<file path="src/rtl/pong_pkg.sv">
// Shared Pong definitions: screen geometry, direction encodings and controller FSM states.
// Used by the ball controller and the paddle controllers.
package pong_pkg;

    localparam int H_ACTIVE = 640;
    localparam int V_ACTIVE = 480;

    localparam logic DIR_LEFT  = 1'b0;
    localparam logic DIR_RIGHT = 1'b1;
    localparam logic DIR_UP    = 1'b0;
    localparam logic DIR_DOWN  = 1'b1;

    typedef logic [1:0] state_t;

    localparam state_t IDLE    = 2'd0;
    localparam state_t CALC    = 2'd1;
    localparam state_t RESOLVE = 2'd2;
    localparam state_t COMMIT  = 2'd3;

endpackage

</file>
<file path="src/rtl/ball_motion_ctrl_if.sv">
// Ball controller bus: scan line and controls in, committed position, directions and event pulses out.
// master = timing/game logic side, slave = ball controller.
interface ball_motion_ctrl_if;

    logic [9:0]  y;
    logic        run;
    logic        serve;
    logic [10:0] xpos;
    logic [9:0]  ypos;
    logic        dir_x;
    logic        dir_y;
    logic        frame_done;
    logic        hit_top;
    logic        hit_bottom;
    logic        miss_left;
    logic        miss_right;

    modport master (
        output y, run, serve,
        input  xpos, ypos, dir_x, dir_y, frame_done,
        input  hit_top, hit_bottom, miss_left, miss_right
    );

    modport slave (
        input  y, run, serve,
        output xpos, ypos, dir_x, dir_y, frame_done,
        output hit_top, hit_bottom, miss_left, miss_right
    );

endinterface

</file>
<file path="src/rtl/vblank_tick.sv">
// One-cycle tick on the first cycle the scan line reaches the first blanking line.
// Latency: combinational from y; no backpressure.
module vblank_tick #(
    parameter int V_ACTIVE = 480
) (
    input  logic       clk,
    input  logic       rst_n,
    input  logic [9:0] y,
    output logic       tick
);

    localparam logic [9:0] VBLANK_LINE = 10'(V_ACTIVE);

    logic [9:0] y_prev;

    always_ff @(posedge clk) begin
        if (!rst_n) y_prev <= '0;
        else        y_prev <= y;
    end

    assign tick = (y == VBLANK_LINE) && (y_prev != VBLANK_LINE);

endmodule

</file>
<file path="src/rtl/ball_motion_ctrl.sv">
// Per-frame ball position update with wall bounce, edge miss and re-serve.
// Latency: 3 cycles from vblank tick to committed outputs; no backpressure, a tick outside IDLE is dropped.
module ball_motion_ctrl
    import pong_pkg::*;
#(
    parameter int H_ACTIVE  = pong_pkg::H_ACTIVE,
    parameter int V_ACTIVE  = pong_pkg::V_ACTIVE,
    parameter int BALL_SIZE = 8,
    parameter int WALL_H    = 10,
    parameter int X_START   = 316,
    parameter int Y_START   = 236,
    parameter int STEP      = 2
) (
    input  logic               clk,
    input  logic               rst_n,
    ball_motion_ctrl_if.slave  bus
);

    localparam logic signed [11:0] YMIN  = 12'(WALL_H);
    localparam logic signed [11:0] YMAX  = 12'(V_ACTIVE - WALL_H - BALL_SIZE);
    localparam logic signed [11:0] XMAX  = 12'(H_ACTIVE - BALL_SIZE);
    localparam logic signed [11:0] SSTEP = 12'(STEP);
    localparam logic [10:0]        XS    = 11'(X_START);
    localparam logic [9:0]         YS    = 10'(Y_START);
    localparam logic [9:0]         YMIN_P = 10'(WALL_H);
    localparam logic [9:0]         YMAX_P = 10'(V_ACTIVE - WALL_H - BALL_SIZE);

    logic tick;

    vblank_tick #(.V_ACTIVE(V_ACTIVE)) u_tick (
        .clk   (clk),
        .rst_n (rst_n),
        .y     (bus.y),
        .tick  (tick)
    );

    state_t             state;
    logic [10:0]        xpos;
    logic [9:0]         ypos;
    logic               dir_x;
    logic               dir_y;
    logic               serve_pend;
    logic signed [11:0] nx;
    logic signed [11:0] ny;

    // Resolved candidate, held from RESOLVE until COMMIT
    logic [10:0] rx_q;
    logic [9:0]  ry_q;
    logic        rdx_q, rdy_q;
    logic [3:0]  ev_q;

    logic        frame_done, hit_top, hit_bottom, miss_left, miss_right;

    logic [10:0] rx;
    logic [9:0]  ry;
    logic        rdx, rdy;
    logic        e_ht, e_hb, e_ml, e_mr;
    logic signed [11:0] s;

    assign s = bus.run ? SSTEP : 12'sd0;

    // A miss overrides the clamped y, but a y bounce still flips dir_y
    always_comb begin
        rx   = nx[10:0];
        ry   = ny[9:0];
        rdx  = dir_x;
        rdy  = dir_y;
        e_ht = 1'b0;
        e_hb = 1'b0;
        e_ml = 1'b0;
        e_mr = 1'b0;
        if (dir_y == DIR_DOWN && ny > YMAX) begin
            ry   = YMAX_P;
            rdy  = DIR_UP;
            e_hb = 1'b1;
        end else if (dir_y == DIR_UP && ny < YMIN) begin
            ry   = YMIN_P;
            rdy  = DIR_DOWN;
            e_ht = 1'b1;
        end
        if (dir_x == DIR_LEFT && nx < 12'sd0) begin
            rx   = XS;
            ry   = YS;
            rdx  = DIR_RIGHT;
            e_ml = 1'b1;
        end else if (dir_x == DIR_RIGHT && nx > XMAX) begin
            rx   = XS;
            ry   = YS;
            rdx  = DIR_LEFT;
            e_mr = 1'b1;
        end
    end

    always_ff @(posedge clk) begin
        if (!rst_n) begin
            state      <= IDLE;
            xpos       <= XS;
            ypos       <= YS;
            dir_x      <= DIR_RIGHT;
            dir_y      <= DIR_DOWN;
            serve_pend <= 1'b0;
            nx         <= '0;
            ny         <= '0;
            rx_q       <= '0;
            ry_q       <= '0;
            rdx_q      <= 1'b0;
            rdy_q      <= 1'b0;
            ev_q       <= '0;
            frame_done <= 1'b0;
            hit_top    <= 1'b0;
            hit_bottom <= 1'b0;
            miss_left  <= 1'b0;
            miss_right <= 1'b0;
        end else begin
            frame_done <= 1'b0;
            hit_top    <= 1'b0;
            hit_bottom <= 1'b0;
            miss_left  <= 1'b0;
            miss_right <= 1'b0;
            serve_pend <= serve_pend | bus.serve;
            case (state)
                IDLE: begin
                    if (tick) state <= CALC;
                end
                CALC: begin
                    nx    <= (dir_x == DIR_RIGHT) ? $signed({1'b0, xpos}) + s
                                                  : $signed({1'b0, xpos}) - s;
                    ny    <= (dir_y == DIR_DOWN)  ? $signed({2'b0, ypos}) + s
                                                  : $signed({2'b0, ypos}) - s;
                    state <= RESOLVE;
                end
                RESOLVE: begin
                    rx_q  <= rx;
                    ry_q  <= ry;
                    rdx_q <= rdx;
                    rdy_q <= rdy;
                    ev_q  <= {e_ht, e_hb, e_ml, e_mr};
                    state <= COMMIT;
                end
                default: begin
                    state      <= IDLE;
                    frame_done <= 1'b1;
                    // A serve seen during this COMMIT cycle carries over to the next frame
                    if (serve_pend) begin
                        xpos       <= XS;
                        ypos       <= YS;
                        serve_pend <= bus.serve;
                    end else begin
                        xpos       <= rx_q;
                        ypos       <= ry_q;
                        dir_x      <= rdx_q;
                        dir_y      <= rdy_q;
                        hit_top    <= ev_q[3];
                        hit_bottom <= ev_q[2];
                        miss_left  <= ev_q[1];
                        miss_right <= ev_q[0];
                    end
                end
            endcase
        end
    end

    assign bus.xpos       = xpos;
    assign bus.ypos       = ypos;
    assign bus.dir_x      = dir_x;
    assign bus.dir_y      = dir_y;
    assign bus.frame_done = frame_done;
    assign bus.hit_top    = hit_top;
    assign bus.hit_bottom = hit_bottom;
    assign bus.miss_left  = miss_left;
    assign bus.miss_right = miss_right;

endmodule

</file>
<file path="src/flat_wrapper.sv">
// flat-port wrapper written by rule: the top's interface ports become plain ports
module ball_motion_ctrl_flat import pong_pkg::*;
#(
    parameter int H_ACTIVE  = pong_pkg::H_ACTIVE,
    parameter int V_ACTIVE  = pong_pkg::V_ACTIVE,
    parameter int BALL_SIZE = 8,
    parameter int WALL_H    = 10,
    parameter int X_START   = 316,
    parameter int Y_START   = 236,
    parameter int STEP      = 2
)
  (clk, rst_n, bus_y, bus_run, bus_serve, bus_xpos, bus_ypos, bus_dir_x, bus_dir_y, bus_frame_done, bus_hit_top, bus_hit_bottom, bus_miss_left, bus_miss_right);
  ball_motion_ctrl_if bus_i ();
  input  logic clk;
  input  logic rst_n;
  input wire logic [$bits(bus_i.y)-1:0] bus_y;
  input wire logic [$bits(bus_i.run)-1:0] bus_run;
  input wire logic [$bits(bus_i.serve)-1:0] bus_serve;
  output wire logic [$bits(bus_i.xpos)-1:0] bus_xpos;
  output wire logic [$bits(bus_i.ypos)-1:0] bus_ypos;
  output wire logic [$bits(bus_i.dir_x)-1:0] bus_dir_x;
  output wire logic [$bits(bus_i.dir_y)-1:0] bus_dir_y;
  output wire logic [$bits(bus_i.frame_done)-1:0] bus_frame_done;
  output wire logic [$bits(bus_i.hit_top)-1:0] bus_hit_top;
  output wire logic [$bits(bus_i.hit_bottom)-1:0] bus_hit_bottom;
  output wire logic [$bits(bus_i.miss_left)-1:0] bus_miss_left;
  output wire logic [$bits(bus_i.miss_right)-1:0] bus_miss_right;
  assign bus_i.y = bus_y;
  assign bus_i.run = bus_run;
  assign bus_i.serve = bus_serve;
  assign bus_xpos = bus_i.xpos;
  assign bus_ypos = bus_i.ypos;
  assign bus_dir_x = bus_i.dir_x;
  assign bus_dir_y = bus_i.dir_y;
  assign bus_frame_done = bus_i.frame_done;
  assign bus_hit_top = bus_i.hit_top;
  assign bus_hit_bottom = bus_i.hit_bottom;
  assign bus_miss_left = bus_i.miss_left;
  assign bus_miss_right = bus_i.miss_right;
  ball_motion_ctrl #(.H_ACTIVE(H_ACTIVE), .V_ACTIVE(V_ACTIVE), .BALL_SIZE(BALL_SIZE), .WALL_H(WALL_H), .X_START(X_START), .Y_START(Y_START), .STEP(STEP)) u_core (.clk(clk), .rst_n(rst_n), .bus(bus_i));
endmodule
</file>
<file path="config.mk">
export PLATFORM = sky130hd
export DESIGN_NAME = ball_motion_ctrl_flat
export DESIGN_NICKNAME = d
export VERILOG_FILES = /design/src/rtl/pong_pkg.sv /design/src/rtl/ball_motion_ctrl_if.sv /design/src/rtl/vblank_tick.sv /design/src/rtl/ball_motion_ctrl.sv /design/src/flat_wrapper.sv
export SDC_FILE = /design/constraint.sdc
export NUM_CORES = 1
export LEC_CHECK = 0
export ABC_AREA = 1
export CORE_ASPECT_RATIO = 0.9
export CORE_MARGIN = 1
export CORE_UTILIZATION = 58
export DETAILED_ROUTE_END_ITERATION = 8
export DONT_BUFFER_PORTS = 1
export PLACE_DENSITY = 0.73
export SYNTH_ARGS = -nofsm -noshare
export SYNTH_HDL_FRONTEND = slang
export SYNTH_SLANG_ARGS = --single-unit
</file>
<file path="constraint.sdc">
create_clock -name clk -period 5.7 [get_ports clk]
set_clock_uncertainty 0.15 [all_clocks]
set_input_delay 1.14 -clock clk [delete_from_list [all_inputs] [get_ports clk]]
set_output_delay 1.14 -clock clk [all_outputs]
set_load 0.02 [all_outputs]
</file>
==> impl_metrics.ini <==
[worst_setup_path]
path_class = reg2reg
required_ns = 5.81
critPathCaptureType = flop
ff2ff_setup_slack_ns = 2.94
worstSetupStartpointType = flop
arrival_ns = 2.87
crit_path_max_fanout = 16

[sta]
final-hold-violation-count = 0
setup_viol = 0
setup_tns_ns = 0
slew_headroom = 0.341
period_share = 0.484
fin_crit_ns = 2.76
grt_setup_unrepaired = false
whs_ns = 0.277
drv_slew = 0
max_freq_ghz = 0.363
worstMarginPinSlew_ns = 0.988

[global_routing]
antenna_found_initial = 0
grt_max_degree = 47
grt_pass1_wl_um = 16900
grt_use_total = 0.275
overflow = 0
grt_pass1_vias = 3502

[route]
drt_wl_total_um = 10200
routedWlPerCell_um = 14.8
vias_per_cell = 5.50
drtAntennaViolNets = 0
drc = 0
num_vias = 3799
first_pass_iters = 5
drt_iter0_markers = 290

[synth]
synth_mux_area_frac = 0
synth_nets = 640
synth_top_family_by_area = simple AND/OR/NAND/NOR gates
avgSynthCellArea_um2 = 7.27
yosysWarnings = 0
synth-compound-area-share = 0.145
synth_top_area_frac = 0.418
yosys.area.top_type = dfxtp_1
ys_types = 40
synth_xor_area_frac = 0.0159
synth_fa_ha_area_frac = 0.0556
ys_ff_latch = 92
synth_area_leaders = dfxtp_1 42%, nand2_1 12%, inv_1 7.0%
syn_inst = 607
netlist_area_mm2 = 0.00441
synthSimpleGateAreaFrac = 0.259
ys_seq_area_frac = 0.418

[final_layout]
synthToLayoutAreaGrowth_pct = 3.89
final_common_cell = nand2_1
layoutNonFillerInstCount = 691
antenna_cells = 0
fillers = 652
nNetsFinal = 626
most-common-layout-cells = 139 x nand2_1, 92 x dfxtp_1, 82 x inv_1
layout-drive-gt1-share = 0.0602
fin_util = 0.635

[clock_network]
cts_sinks = 92
cts_resized = 0
clockBufferDepth = 2
postCtsHoldBufs = 0
cts_root_buffer = clkbuf_8
cts_tree = yes
cts_setup_buffers = 0
clkTransAtPathRegs_ns = 0.10
ctsHtreeMaxLevel = 3
clk-insertion-delay-late_ns = 0.36
cts-buffers-inserted = 9

[placement]
gp_congestion = 0.836
numPortBuffers = 0
dp_hpwl_um = 7210
dpl.cell_count = 675

[power_and_ir_drop]
p_per_area_mw_per_mm2 = 318
leakage_uw = 0.00210
finalPower_uw = 1460
vdd_drop_max_v = 0.000209

[floorplanning]
std_cell_rows = 29
io_pins = 42
dieHeight_um = 84.7
core_region_area_mm2 = 0.00722
die_x_um = 93.9
fp.dieArea_mm2 = 0.00796
start_util = 0.611

[min_path]
hp-class = reg2reg

[job]
maxCapViolations = 0

[run_status]
status = complete, no violations
==> cell usage after synthesis, drive strengths merged <==
master	instances
xor2	8
nand4	19
o21bai	1
fa	1
clkinv	1
a21oi	54
dfxtp	92
o22ai	10
nor3b	1
nor4	2
o31ai	1
inv	87
or4	1
or2	4
buf	11
nand3	30
a211oi	2
nand2	144
a21boi	1
o21ai	36
o221ai	2
o211ai	8
nor2	53
nor3	4
a31oi	1
clkbuf	15
ha	18
==> where the power goes <==
part,switching (uW),internal [uW]
logic,187,94.1
registers,45.7,709
clock network,253,170
==> registers in the layout, summed over array words and instances (netlist names) <==
register,count
u_core.bus.dir_x,1
u_core.bus.dir_y,1
u_core.bus.frame_done,1
u_core.bus.hit_bottom,1
u_core.bus.hit_top,1
u_core.bus.miss_left,1
u_core.bus.miss_right,1
u_core.bus.xpos,11
u_core.bus.ypos,10
u_core.ev_q,4
u_core.nx,12
u_core.ny,12
u_core.rdx_q,1
u_core.rdy_q,1
u_core.rx_q,11
u_core.ry_q,10
u_core.serve_pend,1
u_core.state,2
u_core.u_tick.y_prev,10
==> cells by family after synthesis <==
family                   count (synthesis)
adder cells (fa/ha/maj)                 19
flip-flops                              92
buffers and inverters                  114
XOR/XNOR                                 8
AO/OA/AOI/OAI                          116
AND/OR/NAND/NOR                        258
==> critical path, stage by stage (launching register included) <==
cell and delay (ns):
dfxtp_1 0.40, ha_1 0.52, inv_1 0.43, nor2_4 0.46, clkinv_1 0.39, o22ai_1 0.23, nand2_1 0.07
==> final timing paths <==
path | from | to | cells after the start
worst max-delay path | u_core.state[1] | u_core.bus.xpos[8] | 6
worst min-delay path | u_core.ev_q[0] | u_core.bus.miss_right | 2
worst max register to register | u_core.state[1] | u_core.bus.xpos[8] | 6
worst min register to register | u_core.ev_q[0] | u_core.bus.miss_right | 2
==> routing by layer <==
| layer | vias to the layer above | GRT usage | part of all wire |
|---|---|---|---|
| li1 | 1936 | - | - |
| met1 | 1747 | 0.388 | 0.49 |
| met2 | 109 | 0.422 | 0.44 |
| met3 | 7 | 0.0661 | 0.058 |
| met4 | 0 | 0.0699 | 0.0089 |
| met5 | - | 0 | 0 |
==> area by class of cell <==
cell class | count | area, um2 | area share
clock buffers | 9 | 124 | 0.0270
repair buffers | 1 | 7.51 | 0.00164
flip-flops and latches | 92 | 1840 | 0.402
clock inverters | 7 | 65.1 | 0.0142
well taps | 93 | 116 | 0.0254
inverters | 88 | 330 | 0.0721
multi-input cells | 401 | 2100 | 0.458
==> stage by stage <==
stage / cell area (um2) / worst slack [ns]
global placement: 4390 / 2.73
finish: 4580 / 2.94
global route: 4580 / 2.70
detailed placement: 4390 / 2.70
CTS: 4580 / 2.95
floorplan: 4410 / 2.95
Note: power is estimated with default switching activity, not from simulation.
